`config.mk`:
```
export PLATFORM = sky130hd
export DESIGN_NAME = sd_dat_rx_crc
export DESIGN_NICKNAME = d
export VERILOG_FILES = /design/src/rtl/sd_dat_rx_crc.sv
export SDC_FILE = /design/constraint.sdc
export NUM_CORES = 1
export LEC_CHECK = 0
export CORE_ASPECT_RATIO = 0.5
export CORE_MARGIN = 5
export CORE_UTILIZATION = 35
export CTS_BUF_LIST = sky130_fd_sc_hd__clkbuf_8
export DETAILED_ROUTE_END_ITERATION = 8
export PLACE_DENSITY = 0.58
export SYNTH_ARGS = -nofsm -noshare
export SYNTH_HDL_FRONTEND = slang
export SYNTH_SLANG_ARGS = --single-unit
export TNS_END_PERCENT = 1
```
`constraint.sdc`:
```
create_clock -name clk -period 2.3 [get_ports clk]
set_input_delay 0.23 -clock clk [delete_from_list [all_inputs] [get_ports clk]]
set_output_delay 0.23 -clock clk [all_outputs]
set_load 0.03 [all_outputs]
```
`src/rtl/sd_dat_rx_crc.sv`:
```
// sd_dat_rx_crc: receive engine for one SD data block on a 1/4/8-lane DAT bus.
// Waits for the start bit, assembles data bytes MSB first, runs a serial
// CRC16-CCITT per lane, then captures and checks the received per-lane CRC and
// the end bit. Reports done, per-lane CRC errors, framing error and timeout.
module sd_dat_rx_crc #(
  parameter int unsigned       LANES   = 4,
  parameter int unsigned       LEN_W   = 10,
  parameter int unsigned       TMO_W   = 16,
  parameter logic [TMO_W-1:0]  TMO_CYC = 16'd65535
) (
  input  logic                 clk,
  input  logic                 rst,
  input  logic                 i_start,
  input  logic [LEN_W-1:0]     i_blk_len,
  input  logic                 i_dat_valid,
  input  logic [LANES-1:0]     i_dat,
  output logic                 o_busy,
  output logic                 o_byte_valid,
  output logic [7:0]           o_byte,
  output logic                 o_done,
  output logic [LANES-1:0]     o_crc_err,
  output logic                 o_frm_err,
  output logic                 o_timeout,
  output logic [16*LANES-1:0]  o_crc
);

  // Sample counter must hold 2^LEN_W*8 - 1 (1024 bytes on one lane).
  localparam int unsigned CNT_W = LEN_W + 3;
  // log2(LANES): samples per block = bytes*8 >> LSH.
  localparam int unsigned LSH   = (LANES == 1) ? 0 : ((LANES == 4) ? 2 : 3);
  // Low counter bits that are all ones on the sample completing a byte.
  localparam logic [2:0]  SPB_MASK = (LANES == 1) ? 3'd7 : ((LANES == 4) ? 3'd1 : 3'd0);
  localparam logic [TMO_W-1:0] TMO_LAST = TMO_CYC - 1'b1;

  typedef enum logic [2:0] {
    S_IDLE  = 3'd0,
    S_WAIT  = 3'd1,
    S_DATA  = 3'd2,
    S_CRC   = 3'd3,
    S_END   = 3'd4
  } state_t;

  // One serial CRC16-CCITT step (x^16 + x^12 + x^5 + 1), MSB first.
  function automatic logic [15:0] crc16_step(input logic [15:0] crc, input logic d);
    logic fb;
    fb = crc[15] ^ d;
    return {crc[14:0], 1'b0} ^ (fb ? 16'h1021 : 16'h0000);
  endfunction

  state_t               state_q, state_d;
  logic [LEN_W-1:0]     len_q, len_d;
  logic [CNT_W-1:0]     cnt_q, cnt_d;
  logic [TMO_W-1:0]     tmo_q, tmo_d;
  logic [7:0]           sh_q, sh_d;
  logic [16*LANES-1:0]  crc_q, crc_d;
  logic [16*LANES-1:0]  rx_q, rx_d;
  logic                 busy_q, busy_d;
  logic                 bv_q, bv_d;
  logic [7:0]           byte_q, byte_d;
  logic                 done_q, done_d;
  logic [LANES-1:0]     cerr_q, cerr_d;
  logic                 frm_q, frm_d;
  logic                 tmof_q, tmof_d;
  logic [16*LANES-1:0]  ocrc_q, ocrc_d;

  logic [LEN_W:0]       len_full_s;
  logic [CNT_W:0]       data_samples_s;
  logic [CNT_W-1:0]     data_last_s;
  logic [7:0]           sh_next_s;

  // A zero length means 2^LEN_W bytes; last DATA sample index follows from it.
  assign len_full_s     = {(len_q == {LEN_W{1'b0}}), len_q};
  assign data_samples_s = {len_full_s, 3'b000} >> LSH;
  assign data_last_s    = CNT_W'(data_samples_s - 1'b1);
  // Byte shifter: older lanes' bits move toward the MSB, new sample enters low.
  assign sh_next_s      = (sh_q << LANES) | 8'(i_dat);

  // State register and all datapath/output registers.
  always_ff @(posedge clk) begin
    if (rst) begin
      state_q <= S_IDLE;
      len_q   <= {LEN_W{1'b0}};
      cnt_q   <= {CNT_W{1'b0}};
      tmo_q   <= {TMO_W{1'b0}};
      sh_q    <= 8'h00;
      crc_q   <= {(16*LANES){1'b0}};
      rx_q    <= {(16*LANES){1'b0}};
      busy_q  <= 1'b0;
      bv_q    <= 1'b0;
      byte_q  <= 8'h00;
      done_q  <= 1'b0;
      cerr_q  <= {LANES{1'b0}};
      frm_q   <= 1'b0;
      tmof_q  <= 1'b0;
      ocrc_q  <= {(16*LANES){1'b0}};
    end else begin
      state_q <= state_d;
      len_q   <= len_d;
      cnt_q   <= cnt_d;
      tmo_q   <= tmo_d;
      sh_q    <= sh_d;
      crc_q   <= crc_d;
      rx_q    <= rx_d;
      busy_q  <= busy_d;
      bv_q    <= bv_d;
      byte_q  <= byte_d;
      done_q  <= done_d;
      cerr_q  <= cerr_d;
      frm_q   <= frm_d;
      tmof_q  <= tmof_d;
      ocrc_q  <= ocrc_d;
    end
  end

  // Next-state and next-output logic; stalls (no valid sample) hold everything.
  always_comb begin
    state_d = state_q;
    len_d   = len_q;
    cnt_d   = cnt_q;
    tmo_d   = tmo_q;
    sh_d    = sh_q;
    crc_d   = crc_q;
    rx_d    = rx_q;
    busy_d  = busy_q;
    bv_d    = 1'b0;
    byte_d  = byte_q;
    done_d  = 1'b0;
    cerr_d  = cerr_q;
    frm_d   = frm_q;
    tmof_d  = tmof_q;
    ocrc_d  = ocrc_q;
    case (state_q)
      S_IDLE: begin
        if (i_start) begin
          len_d   = i_blk_len;
          cnt_d   = {CNT_W{1'b0}};
          tmo_d   = {TMO_W{1'b0}};
          crc_d   = {(16*LANES){1'b0}};
          rx_d    = {(16*LANES){1'b0}};
          cerr_d  = {LANES{1'b0}};
          frm_d   = 1'b0;
          tmof_d  = 1'b0;
          ocrc_d  = {(16*LANES){1'b0}};
          busy_d  = 1'b1;
          state_d = S_WAIT;
        end else begin
          state_d = S_IDLE;
        end
      end
      S_WAIT: begin
        tmo_d = tmo_q + 1'b1;
        if (i_dat_valid && (i_dat == {LANES{1'b0}})) begin
          cnt_d   = {CNT_W{1'b0}};
          state_d = S_DATA;
        end else if (tmo_q == TMO_LAST) begin
          tmof_d  = 1'b1;
          done_d  = 1'b1;
          busy_d  = 1'b0;
          state_d = S_IDLE;
        end else begin
          state_d = S_WAIT;
        end
      end
      S_DATA: begin
        if (i_dat_valid) begin
          for (int i = 0; i < LANES; i++) begin
            crc_d[16*i +: 16] = crc16_step(crc_q[16*i +: 16], i_dat[i]);
          end
          sh_d = sh_next_s;
          if ((cnt_q[2:0] & SPB_MASK) == SPB_MASK) begin
            bv_d   = 1'b1;
            byte_d = sh_next_s;
          end else begin
            bv_d   = 1'b0;
          end
          if (cnt_q == data_last_s) begin
            cnt_d   = {CNT_W{1'b0}};
            state_d = S_CRC;
          end else begin
            cnt_d   = cnt_q + 1'b1;
          end
        end else begin
          state_d = S_DATA;
        end
      end
      S_CRC: begin
        if (i_dat_valid) begin
          for (int i = 0; i < LANES; i++) begin
            rx_d[16*i +: 16] = {rx_q[16*i +: 15], i_dat[i]};
          end
          if (cnt_q[3:0] == 4'd15) begin
            cnt_d   = {CNT_W{1'b0}};
            state_d = S_END;
          end else begin
            cnt_d   = cnt_q + 1'b1;
          end
        end else begin
          state_d = S_CRC;
        end
      end
      S_END: begin
        if (i_dat_valid) begin
          frm_d = (i_dat != {LANES{1'b1}});
          for (int i = 0; i < LANES; i++) begin
            cerr_d[i] = (rx_q[16*i +: 16] != crc_q[16*i +: 16]);
          end
          ocrc_d  = crc_q;
          done_d  = 1'b1;
          busy_d  = 1'b0;
          state_d = S_IDLE;
        end else begin
          state_d = S_END;
        end
      end
      default: begin
        busy_d  = 1'b0;
        state_d = S_IDLE;
      end
    endcase
  end

  assign o_busy       = busy_q;
  assign o_byte_valid = bv_q;
  assign o_byte       = byte_q;
  assign o_done       = done_q;
  assign o_crc_err    = cerr_q;
  assign o_frm_err    = frm_q;
  assign o_timeout    = tmof_q;
  assign o_crc        = ocrc_q;

endmodule
```
==> impl_results.md <==
- Post-CTS Hold Buffers: 0
- Power per cell area: 689.4 mW/mm^2
- WL/cell: 15.18 microns
- Synth cell types: 60
- Die area: 0.03486 sq mm
- CTS tree: built
- Fraction of layout cells with a size suffix above 1: 10.12%
- Hold Path End: o_byte[4]
- Final core occ: 43.91%
- Nets: 1,446
- Fin Clk Skew: 0.01530 ns
- Startpoint Class: flop
- RSZ-0062 raised after global routing: true
- Final Non-Filler Cells: 1,877
- Hold Crit Class: in2reg
- # DRC: 0
- Largest net degree at the start of global routing: 113
- Ys Warns: 0
- Run status: complete, no violations
- Maximum clock path buffer count: 3
- Vias: 9,652
- Fin. Hold Viols: 0
- Endpoints failing setup: 0
- Starting DRT DRC Count: 608
- Cell Rows: 45
- CTS buffer count: 40
- Mapped Cells: 1,349
- Post-synth top flop: dfxtp_1
- GRT Total Usage: 15.73%
- First-pass GRT wire length: 46,700 microns
- Worst setup EP type: flop
- Hold path depth: 2
- Sink Count: 255
- Fmax: 441.5 MHz
- Reg2Reg Depth: 7
- Antenna violations before repair: 2
- Vias in the first global route: 9,379
- EDFF count, synth: 0
- Clock slew at reported path FFs: 0.07 ns
- Leakage power: 4.302 nW
- Origin of the worst min-delay path: rst
- Antenna Nets Post-Route: 0
- Setup CP Type: reg2reg
- Placer congestion estimate: 0.8015
- Worst R2R End: state_q[0]
- WP data arrival: 2.72 ns
- TritonRoute pass-1 iters: 5
- Layout Area Growth over Synthesis: 23.16%
- CTS HTree Levels: 2
- Setup crit start: len_q[3]
- Max Cap Viol: 0
- I/O pin cnt: 99
- Fin crit period: 2.265 ns
- Clk root buf: clkbuf_8
- Required @ worst endpoint: 2.76 ns
- Die Wd: 259.1 microns
- Port Buffers: 98
- CP Max Fanout: 6
- Starting Density: 35.65%
- Reg2reg start: len_q[3]
- Post-Syn Area per Cell: 8.050 sq um
- Post-synthesis cell area: 0.01086 sq mm
- Core area: 0.03046 sq mm
- Seq/Total Area, Yosys: 47.01%
- Worst-skew pair later-pin latency: 0.55 ns
- Synthesized netlist net count: 1,372
- Fin. max-slew vios: 0
- Via/cell ratio: 5.142
- Dpl cells: 1,800
- Slew margin rel.: 40.64%
- Die H: 134.6 microns
- Ys async rst share: 0%
- Worst IR Drop VDD: 0.2762 mV
- Register-to-Register Setup Slack: 0.04 ns
- Fin crit share: 98.47%
- Synth Register Bits: 255
- Final wirelength: 28,490 microns
- GR Overflow Total: 0
- DP HPWL: 18,350 microns
- Worst-Margin Slew: 0.8904 ns
[critical path, stage by stage, from the launching register on]
cell and delay (ns):
dfxtp_1 0.31, or4_4 0.56, or4_1 0.42, and4_4 0.17, a32oi_4 0.21, a21boi_4 0.13
buf_4 0.16, a221oi_2 0.21
[worst max-delay path by stage]
| stage | to | depth (start not counted) |
|---|---|---|
| after floorplan | cnt_q[8] | 11 |
| after CTS | cnt_q[8] | 7 |
| after detailed placement | cnt_q[7] | 10 |
| after global placement | cnt_q[7] | 10 |
| after global routing | cnt_q[10] | 7 |
| final | state_q[0] | 7 |
[per-stage QoR]
stage	TNS (ns)	power (mW)	hold WS, ns	instance area, sq um	worst slack (ns)
2_1_floorplan	0	4.976	0.3660	10870	0.004323
3_3_place_gp	-0.7498	5.209	0.4485	12420	-0.1231
3_5_place_dp	-1.020	5.220	0.4487	12420	-0.1190
4_1_cts	0	9.339	0.2016	13330	0.002652
5_1_grt	-0.1468	9.614	0.2174	13370	-0.02340
6_report	0	9.220	0.2049	13370	0.03511
[logic make-up (layout without fill, tap and decap cells)]
group / after synthesis / after routing / share of synthesized area, %
xor gates and xnor gates: 95 / 95 / 7.662
muxes: 8 / 8 / 0.7374
and+or+nand+nor: 582 / 582 / 24.93
DFF: 255 / 255 / 47.01
buffers and inverters: 119 / 223 / 4.136
other: 0 / 1 / 0
adders and majority gates: 5 / 5 / 0.5761
AOI/OAI and AO/OA: 285 / 285 / 14.94
[metal layers]
| metal | part of all wire (%) | up-vias | track usage, % |
|---|---|---|---|
| met5 | 0.053 | - | 0 |
| met4 | 1.6 | 2 | 4.627 |
| met3 | 3.9 | 37 | 3.158 |
| met2 | 48 | 160 | 26.48 |
| met1 | 47 | 4629 | 20.65 |
| li1 | - | 4824 | - |
[flip-flops by register name, indices dropped and copies added (netlist names), 3 cells and up]
signal	count
state_q	3
tmo_q	16
rx_q	64
len_q	10
o_crc	64
cnt_q	13
o_byte	8
sh_q	4
o_crc_err	4
crc_q	64
[layout make-up]
type	count	area, sq um
fill	2987	17090
inverter	9	33.78
timing repair buffer	142	1429
antenna	1	2.502
sequential	255	5115
tap	423	529.3
clock buffer	55	757.0
clock inverter	17	106.4
multi-input combinational	975	5401
[where the power goes]
part / internal, mW / switching (mW)
Clock: 2.25 / 1.83
Combinational: 0.225 / 0.456
Sequential: 4.44 / 0.0262
[synth_stat cells, types with 2 or more instances]
| cell | count | share of area (%) |
|---|---|---|
| dfxtp_1 | 255 | 47 |
| nand2_1 | 242 | 8.4 |
| a21oi_1 | 225 | 10 |
| nand3_1 | 214 | 9.9 |
| clkbuf_1 | 98 | 3.4 |
| xnor2_1 | 74 | 6.0 |
| nor2_1 | 45 | 1.6 |
| nand4_1 | 23 | 1.3 |
| xor2_1 | 21 | 1.7 |
| o21ai_0 | 12 | 0.55 |
| buf_1 | 10 | 0.35 |
| and3_1 | 9 | 0.52 |
| nor4_1 | 9 | 0.52 |
| inv_1 | 8 | 0.28 |
| mux2i_1 | 8 | 0.74 |
| nor3_1 | 8 | 0.37 |
| a311oi_1 | 7 | 0.56 |
| a211oi_1 | 6 | 0.41 |
| a31oi_1 | 6 | 0.35 |
| nor2b_1 | 6 | 0.35 |
| ha_1 | 5 | 0.58 |
| o211ai_1 | 4 | 0.28 |
| and2_1 | 3 | 0.17 |
| nand2b_1 | 3 | 0.17 |
| nand4b_1 | 3 | 0.24 |
| o21a_1 | 3 | 0.21 |
| a22oi_1 | 2 | 0.14 |
| a41oi_1 | 2 | 0.16 |
| and4_1 | 2 | 0.16 |
| buf_2 | 2 | 0.092 |
| nand3b_1 | 2 | 0.14 |
| nor3b_1 | 2 | 0.14 |
| or3b_2 | 2 | 0.16 |
| or4_4 | 2 | 0.21 |
[placed cells by master (no fill, tap or decap), drive strengths merged, types with 3 or more instances in the layout]
master,n
dfxtp,255
nand2,242
a21oi,225
nand3,214
clkdlybuf4s50,97
xnor2,74
clkbuf,55
nor2,45
buf,45
nand4,23
xor2,21
inv,18
o21ai,14
nor4,10
and3,9
mux2i,8
nor3,8
a311oi,7
nor2b,6
a31oi,6
a211oi,6
clkinv,6
o211ai,5
ha,5
o21a,3
nand4b,3
nand2b,3
nor3b,3
or4,3
or3b,3
and2,3
and4,3
[timing repair]
item | in CTS | in global routing
endpoints found under the setup margin | 14 | 15
pin swaps | 9 | 12
resized for setup | 6 | 11
setup buffers | 4 | 0
No activity file was read; power rests on OpenSTA's default activity.
